==> src/rtl/alu_share_arbiter.sv <==
// alu_share_arbiter: shares one combinational ALU between two valid/ready requesters, round-robin, one transaction in flight
// Ports:
//   clk_in, rst_n_in                  clock, async active-low reset
//   req_valid_in/req_ready_out [1:0]  per-requester request handshake
//   req{0,1}_op_1/op_2/opcode_in      per-requester operands and opcode
//   rsp_valid_out/rsp_ready_in [1:0]  per-requester response handshake
//   rsp_result_out                    shared result bus, zero unless a response is valid
//   alu_op_1/op_2/opcode_out          latched operands to the ALU
//   alu_result_in                     combinational ALU result
//   busy_out                          high whenever a transaction is in flight
//   done_count_out                    completed transactions, wrapping
module alu_share_arbiter #(
  parameter int XLEN = 32,
  parameter int OPW  = 4,
  parameter int CNTW = 16
) (
  input  logic            clk_in,
  input  logic            rst_n_in,
  input  logic [1:0]      req_valid_in,
  output logic [1:0]      req_ready_out,
  input  logic [XLEN-1:0] req0_op_1_in,
  input  logic [XLEN-1:0] req0_op_2_in,
  input  logic [OPW-1:0]  req0_opcode_in,
  input  logic [XLEN-1:0] req1_op_1_in,
  input  logic [XLEN-1:0] req1_op_2_in,
  input  logic [OPW-1:0]  req1_opcode_in,
  output logic [1:0]      rsp_valid_out,
  input  logic [1:0]      rsp_ready_in,
  output logic [XLEN-1:0] rsp_result_out,
  output logic [XLEN-1:0] alu_op_1_out,
  output logic [XLEN-1:0] alu_op_2_out,
  output logic [OPW-1:0]  alu_opcode_out,
  input  logic [XLEN-1:0] alu_result_in,
  output logic            busy_out,
  output logic [CNTW-1:0] done_count_out
);
  typedef enum logic [1:0] {IDLE, EXEC, RESP} state_t;
  state_t state, state_nx;
  logic grant, last_grant, win, accept, complete;
  logic [XLEN-1:0] op_1, op_2, result;
  logic [OPW-1:0] opcode;
  logic [CNTW-1:0] done_count;
  always_comb begin
    // both valid: the one not served last wins; otherwise the single valid one
    win = (&req_valid_in) ? ~last_grant : req_valid_in[1];
    accept = (state == IDLE) && (|req_valid_in);
    complete = (state == RESP) && rsp_ready_in[grant];
    state_nx = accept ? EXEC : (state == EXEC) ? RESP : complete ? IDLE : state;
    // gated by reset so the handshake is quiet while reset is held
    req_ready_out = (accept && rst_n_in) ? (win ? 2'b10 : 2'b01) : 2'b00;
    rsp_valid_out = (state == RESP) ? (grant ? 2'b10 : 2'b01) : 2'b00;
    rsp_result_out = (state == RESP) ? result : '0;
  end
  always_ff @(posedge clk_in or negedge rst_n_in) begin
    if (!rst_n_in) begin
      state <= IDLE;
      grant <= 1'b0;
      last_grant <= 1'b1;
      op_1 <= '0;
      op_2 <= '0;
      opcode <= '0;
      result <= '0;
      done_count <= '0;
    end else begin
      state <= state_nx;
      if (accept) begin
        grant <= win;
        op_1 <= win ? req1_op_1_in : req0_op_1_in;
        op_2 <= win ? req1_op_2_in : req0_op_2_in;
        opcode <= win ? req1_opcode_in : req0_opcode_in;
      end
      if (state == EXEC) result <= alu_result_in;
      if (complete) begin
        last_grant <= grant;
        done_count <= done_count + 1'b1;
      end
    end
  end
  assign alu_op_1_out = op_1;
  assign alu_op_2_out = op_2;
  assign alu_opcode_out = opcode;
  assign busy_out = (state != IDLE);
  assign done_count_out = done_count;
endmodule

==> config.mk <==
export PLATFORM = sky130hd
export DESIGN_NAME = alu_share_arbiter
export DESIGN_NICKNAME = d
export VERILOG_FILES = /design/src/rtl/alu_share_arbiter.sv
export SDC_FILE = /design/constraint.sdc
export NUM_CORES = 1
export LEC_CHECK = 0
export BUFFER_PORTS_ARGS = -buffer_cell sky130_fd_sc_hd__buf_2
export CAP_MARGIN = 15
export CORE_ASPECT_RATIO = 1.4
export CORE_MARGIN = 5
export CORE_UTILIZATION = 49
export CTS_CLUSTER_DIAMETER = 30
export CTS_CLUSTER_SIZE = 25
export DETAILED_ROUTE_END_ITERATION = 12
export GPL_ROUTABILITY_DRIVEN = 0
export PLACE_DENSITY = 0.93
export SYNTH_ARGS = -nofsm -noshare
export SYNTH_HDL_FRONTEND = slang
export SYNTH_SLANG_ARGS = --single-unit
==> constraint.sdc <==
create_clock -name clk_in -period 4.02 [get_ports clk_in]
set_input_delay 0.201 -clock clk_in [delete_from_list [all_inputs] [get_ports clk_in]]
set_output_delay 0.201 -clock clk_in [all_outputs]
set_load 0.03 [all_outputs]
==> impl_metrics.py, run 1 <==
metrics = {
    "run_status": {
        "status": "complete, no violations",
    },
    "sta": {
        "finalHoldViolations": 0,
        "worst_pin_slew_ps": 1010,
        "period_needed_ps": 2473,
        "slew_headroom_pct": 32.69,
        "tns_ps": 0,
        "fin_crit_sh_pct": 61.52,
        "setup_viol": 0,
        "rsz0062_at_grt": "false",
        "slew_viol_final": 0,
        "max_freq_mhz": 404.4,
        "fin_worst_skew_ps": 9.828,
    },
    "critical_path": {
        "cp-start-kind": "register",
        "path_buf_inv": 1,
        "critPathArrivalTime_ps": 2270,
        "path_class": "reg2out",
        "cp_data_required_time_ps": 3820,
        "r2r_start": "state[1]$_DFFE_PN0P_",
        "timing.rr.end": "alu_op_2_out[17]$_DFFE_PN0P_",
        "rrSetupSlack_ps": 1750,
        "crit_path_end_kind": "primary output",
        "worstPathCellList": "nor2_2, o21a_4, nand2_1, nor2_1, buf_2",
        "critPathMaxFanout": 87,
        "cpMaxStageDelayCell": "o21a_4",
        "cpPeakStageDelay_ps": 690,
        "crit_family": "compound AO/OA/AOI/OAI gates",
        "reg2reg_depth": 5,
    },
    "logic_synthesis": {
        "async_reset_ff_share_pct": 100.0,
        "yosysWarnings": 0,
        "synth.top_cells.by_area": "dfrtp_1 (54%), mux2i_1 (12%), a21oi_1 (6.3%), mux2_2 (5.3%), nor2_1 (5.1%)",
        "synth_common_cells": "dfrtp_1 (119), nor2_1 (75), a21oi_1 (70)",
        "ys_ff_latch": 120,
        "ys_seq_area_share_pct": 54.37,
        "synthCells": 488,
        "syn_avg_cell_area_um2": 11.32,
        "yosysMostFrequentCell": "dfrtp_1",
        "yosys_most_used_dff": "dfrtp_1",
        "synth_top_area_share_pct": 53.89,
        "ys_types": 35,
        "synth_area_leader_cell": "dfrtp_1",
        "syn_area_mm2": 0.005525,
        "synth-edff-count": 0,
        "syn_nets": 663,
    },
    "worst_hold_path": {
        "worstHoldPathType": "in2reg",
        "holdCritStartpoint": "alu_result_in[6]",
        "hold_depth": 2,
        "whs_endpoint": "result[6]$_DFFE_PN0N_",
    },
    "cts": {
        "h-tree-depth": 4,
        "clock_path_buffers": 2,
        "clk_latency_ps": 400,
        "cts_tree": "yes",
        "clock-sinks": 120,
        "cts_buffers": 17,
        "cts_root_buf": "clkbuf_16",
        "clkTransAtPathRegs_ps": 60,
        "post_cts_buffers": 0,
    },
    "routing": {
        "drc": 0,
        "wl_per_cell_um": 16.76,
        "ant_nets": 0,
        "vias": 4718,
        "vias_per_cell": 5.068,
        "drt_iter0_markers": 141,
        "drt_first_pass_iters": 4,
        "drt-total-wl_um": 15610,
    },
    "cells_and_area": {
        "fin_util_pct": 68.11,
        "area_growth_pct": 37.64,
        "finish.net_count": 950,
        "drive_gt1_share_pct": 47.27,
        "antennaDiodeCount": 0,
    },
    "grt": {
        "grt_pass1_wl_um": 24570,
        "grt_pass1_vias": 5059,
        "grt_max_degree": 88,
        "grt_remaining_overflow": 0,
        "track_usage_pct": 23.18,
        "antenna_found_initial": 0,
    },
    "floorplan": {
        "die_w_um": 99.75,
        "initial_core_util_pct": 49.48,
        "num_io_pins": 295,
        "row_count": 46,
        "coreArea_mm2": 0.01117,
        "die_height_um": 135.6,
        "die_area_mm2": 0.01353,
    },
    "pwr": {
        "peakVddDrop_mv": 0.5225,
        "power_density_mw_per_mm2": 863.7,
        "p_leak_nw": 3.886,
    },
    "placement": {
        "portBuffers": 294,
        "hpwlAfterDp_um": 11920,
    },
    "flow_run": {
        "maxCapViolCount": 0,
    },
}
## flip-flops by register name, summed over array words and instances (netlist names)
| name | cells |
|---|---|
| state | 2 |
| alu_op_2_out | 32 |
| last_grant | 1 |
| done_count_out | 16 |
| result | 32 |
| grant | 1 |
| alu_opcode_out | 4 |
| alu_op_1_out | 32 |
## area by class of cell
cell class	instances	area, um^2
Multi-Input combinational cell	332	2331
Timing Repair Buffer	300	1521
Sequential cell	120	3004
Tap cell	144	180.2
Inverter	4	15.01
Clock inverter	14	127.6
Clock buffer	17	425.4
Fill cell	855	3561
## where the power goes
part / total (W) / internal [W] / switching [W] / leakage (nW)
combinational: 0.00309 / 0.00101 / 0.00207 / 2.25
sequential: 0.00209 / 0.00177 / 0.000328 / 1.37
clock: 0.00139 / 0.000850 / 0.000538 / 0.267
## metal layers
metal	part of all wire, %	vias up	wire length, um	GRT usage (%)
li1	-	2240	-	-
met1	36	2211	5650	26.06
met2	53	228	8212	41.17
met3	7.7	39	1195	6.182
met4	3.5	0	548	9.567
met5	0	-	0	0
## worst register-to-register path, cell delays in order, from the launching register on
cell     delay [ps]
dfrtp_1         430
nor2_2          230
o21a_4          700
buf_4           580
nor2_1          100
a21oi_1         160
## repair_timing
action	4_1_cts	5_1_grt
resized for setup	0	0
endpoints found under the hold margin	57	0
hold buffers	1	0
## worst max-delay path by stage
stage	slack, ps	from	depth (start not counted)	endpoint
2_1_floorplan	2280	state[1]$_DFFE_PN0P_	6	req_ready_out[0]
3_3_place_gp	1890	state[1]$_DFFE_PN0P_	5	alu_op_1_out[2]$_DFFE_PN0P_
3_5_place_dp	1740	state[1]$_DFFE_PN0P_	5	alu_op_2_out[29]$_DFFE_PN0P_
4_1_cts	1500	state[1]$_DFFE_PN0P_	5	req_ready_out[0]
5_1_grt	1290	state[1]$_DFFE_PN0P_	5	req_ready_out[0]
6_report	1550	state[1]$_DFFE_PN0P_	5	req_ready_out[0]
## layout by cell type (no fill, tap or decap), types with 2 or more instances in the layout
master / Yosys / layout
mux2i_1: 68 / 68
clkinvlp_4: 0 / 3
inv_1: 4 / 4
nand2_1: 6 / 6
nand3_1: 4 / 4
mux2_1: 6 / 6
buf_2: 10 / 293
mux2_4: 2 / 2
clkinv_4: 0 / 4
nand4_1: 5 / 5
nor2_1: 75 / 75
clkbuf_16: 0 / 17
buf_4: 14 / 6
mux2_2: 26 / 26
clkinv_2: 0 / 4
xnor2_1: 9 / 9
nor3_2: 5 / 5
and2_1: 36 / 36
a21oi_1: 70 / 70
xor2_1: 6 / 6
dfrtp_1: 119 / 119
## per-stage QoR
| stage | setup WS, ps | instance area [um^2] | hold slack (ps) | power, W | std cells |
|---|---|---|---|---|---|
| 6_report | 1547 | 7605 | 23.48 | 0.006568 | 931 |
| 5_1_grt | 1286 | 7605 | 20.45 | 0.006971 | 931 |
| 4_1_cts | 1501 | 7605 | 14.09 | 0.006623 | 931 |
| 3_5_place_dp | 1743 | 7042 | 314.0 | 0.005202 | 899 |
| 3_3_place_gp | 1892 | 7042 | 297.9 | 0.005073 | 899 |
| 2_1_floorplan | 2285 | 5525 | -94.59 | 0.004273 | 488 |
## logic make-up after synthesis
family          share of synthesized area [%]
simple gates                            12.98
flops                                   54.37
mux                                     19.38
compound gates                          6.839
buf+inv                                 3.827
xor+xnor                                2.378
fa+ha+maj                              0.2264
No activity file was read; power rests on OpenSTA's default activity.
==> run 2, diff against run 1 <==
CORE_UTILIZATION = 45   (was 49)
PLACE_DENSITY = 0.87   (was 0.93)
clock period = 2.35 ns   (was 4.02 ns; I/O delays follow)
==> run 2 against run 1 <==
Combinational power rose by 74%. Sequential cell count did not move. First-iteration DRC count fell by 12%. Core utilization fell by 1.3 points. Non-clock buffer count rose by 44. Die area rose by 8.1%. Via count rose by 3.6%. Clock-buffer cell count rose by 5. Power rose by 77%. Cell area rose by 7.0%. Clock power rose by 94%.
==> impl_metrics.py, run 2 (synthesis results as in run 1) <==
metrics = {
    "run_status": {
        "status": "complete, no violations",
    },
    "routing": {
        "drc": 0,
        "vias_per_cell": 4.983,
        "drt-total-wl_um": 15980,
        "vias": 4888,
        "drt_iter0_markers": 124,
        "drt_first_pass_iters": 4,
        "wl_per_cell_um": 16.29,
        "ant_nets": 0,
    },
    "grt": {
        "grt_util_met1_pct": 23.91,
        "grt-busiest-layer": "met2",
        "grt_pass1_vias": 5259,
        "grt_remaining_overflow": 0,
        "gr-usage-met2_pct": 39.78,
        "grt_max_degree": 83,
        "track_usage_pct": 21.92,
        "antenna_found_initial": 0,
        "use_met3_pct": 6.688,
        "grt_pass1_wl_um": 25980,
    },
    "cts": {
        "clock_path_buffers": 2,
        "clk_latency_ps": 400,
        "clock-sinks": 120,
        "post_cts_buffers": 0,
        "h-tree-depth": 4,
        "cts.repair.resized": 0,
        "clkTransAtPathRegs_ps": 50,
        "hold_buffers": 41,
        "cts_root_buf": "clkbuf_16",
        "cts_buffers": 17,
        "cts_tree": "yes",
    },
    "placement": {
        "hpwlAfterDp_um": 11310,
        "portBuffers": 294,
    },
    "critical_path": {
        "timing.rr.end": "alu_op_2_out[26]$_DFFE_PN0P_",
        "cp-start-kind": "register",
        "critPathArrivalTime_ps": 1880,
        "critPathMaxFanout": 34,
        "crit_path_end_kind": "primary output",
        "reg2reg_depth": 5,
        "crit_end": "rsp_result_out[21]",
        "cp_data_required_time_ps": 2230,
        "critPathLaunch": "state[0]$_DFFE_PN0P_",
        "rrSetupSlack_ps": 610,
        "path_class": "reg2out",
        "r2r_start": "state[1]$_DFFE_PN0P_",
    },
    "sta": {
        "finalHoldViolations": 0,
        "rsz0062_at_grt": "false",
        "fin_worst_skew_ps": 8.715,
        "max_freq_mhz": 500.0,
        "period_needed_ps": 2000,
        "worst_pin_slew_ps": 692.1,
        "setup_viol": 0,
        "slew_viol_final": 0,
        "tns_ps": 0,
        "slew_headroom_pct": 53.86,
        "fin_crit_sh_pct": 85.10,
    },
    "pwr": {
        "peakVddDrop_mv": 0.7353,
        "p_leak_nw": 4.119,
        "combinationalPowerShare_pct": 46.3,
        "p_int_w": 0.006656,
        "seqPwrFrac_pct": 30.6,
        "sw_frac_of_total_pct": 42.75,
        "power_w": 0.01163,
        "p_clk_share_pct": 23.1,
        "switchingPower_w": 0.004971,
        "power_density_mw_per_mm2": 1429,
    },
    "floorplan": {
        "die_height_um": 141.1,
        "coreArea_mm2": 0.01219,
        "die_w_um": 103.7,
        "num_io_pins": 295,
        "initial_core_util_pct": 45.32,
        "row_count": 48,
        "die_area_mm2": 0.01463,
    },
    "cells_and_area": {
        "area_growth_pct": 47.31,
        "finish.net_count": 994,
        "antennaDiodeCount": 0,
        "mostFrequentLayoutCells": "buf_2 (293), dfrtp_1 (119), nor2_1 (75), a21oi_1 (70), mux2i_1 (68)",
        "drive_gt1_share_pct": 44.89,
        "layout_commonest_cell": "buf_2",
    },
    "flow_run": {
        "maxCapViolCount": 0,
    },
    "worst_hold_path": {
        "worstHoldPathType": "in2reg",
    },
}
## run 2: cell types whose count changed in the layout (fill, tap and decap cells not counted), sizes merged
cell         delta
dlygate4sd3    +40
clkinvlp        -2
bufinv          +3
clkbuf          +5
clkinv          -4
inv             -2
buf             +4
## run 2: worst max-delay path: stages (launching register included)
cell and delay, ps:
dfrtp_1 410, and2b_1 340, buf_4 320, and2_1 200, buf_2 200
## run 2: worst min-delay path by stage
stage / startpoint / end / depth (start not counted)
after floorplan: rst_n_in / alu_op_1_out[0]$_DFFE_PN0P_ / 0
after global placement: rst_n_in / alu_op_1_out[6]$_DFFE_PN0P_ / 1
after detailed placement: rst_n_in / state[0]$_DFFE_PN0P_ / 1
after CTS: req0_op_1_in[25] / alu_op_1_out[25]$_DFFE_PN0P_ / 3
after global routing: req1_op_1_in[8] / alu_op_1_out[8]$_DFFE_PN0P_ / 3
final: req1_op_1_in[8] / alu_op_1_out[8]$_DFFE_PN0P_ / 3
## run 2: power by group through the flow
stage               Sequential, W  Combinational, W  Clock (W)
floorplan                 0.00470           0.00261          0
global placement          0.00353           0.00520          0
detailed placement        0.00355           0.00533          0
CTS                       0.00355           0.00540    0.00274
global route              0.00369           0.00581    0.00284
finish                    0.00356           0.00538    0.00269
## run 2: through the flow
stage | hold WS [ps] | cells | worst slack, ps | cell area [um^2] | utilization, %
2_1_floorplan | -178.1 | 488 | 698.2 | 5525 | -
3_3_place_gp | -53.81 | 909 | 742.2 | 7117 | 58.37
3_5_place_dp | -53.42 | 909 | 692.5 | 7117 | 58.37
4_1_cts | 1.383 | 981 | 343.1 | 8139 | 66.76
5_1_grt | 8.722 | 981 | 256.0 | 8139 | 66.76
6_report | 13.69 | 981 | 350.2 | 8139 | 66.76
## run 2: routing by layer
| layer | vias up | wire length, um |
|---|---|---|
| met5 | - | 0 |
| met4 | 0 | 350 |
| met3 | 30 | 1187 |
| met2 | 221 | 8676 |
| met1 | 2305 | 5763 |
| li1 | 2332 | - |
## run 2: area by class of cell
class	instances	area (um^2)
sequential	120	3004
clock inverter	9	147.6
fill	919	4053
multi-input combinational	332	2331
tap	150	187.7
clock buffer	22	464.2
inverter	4	15.01
timing repair buffer	344	1989
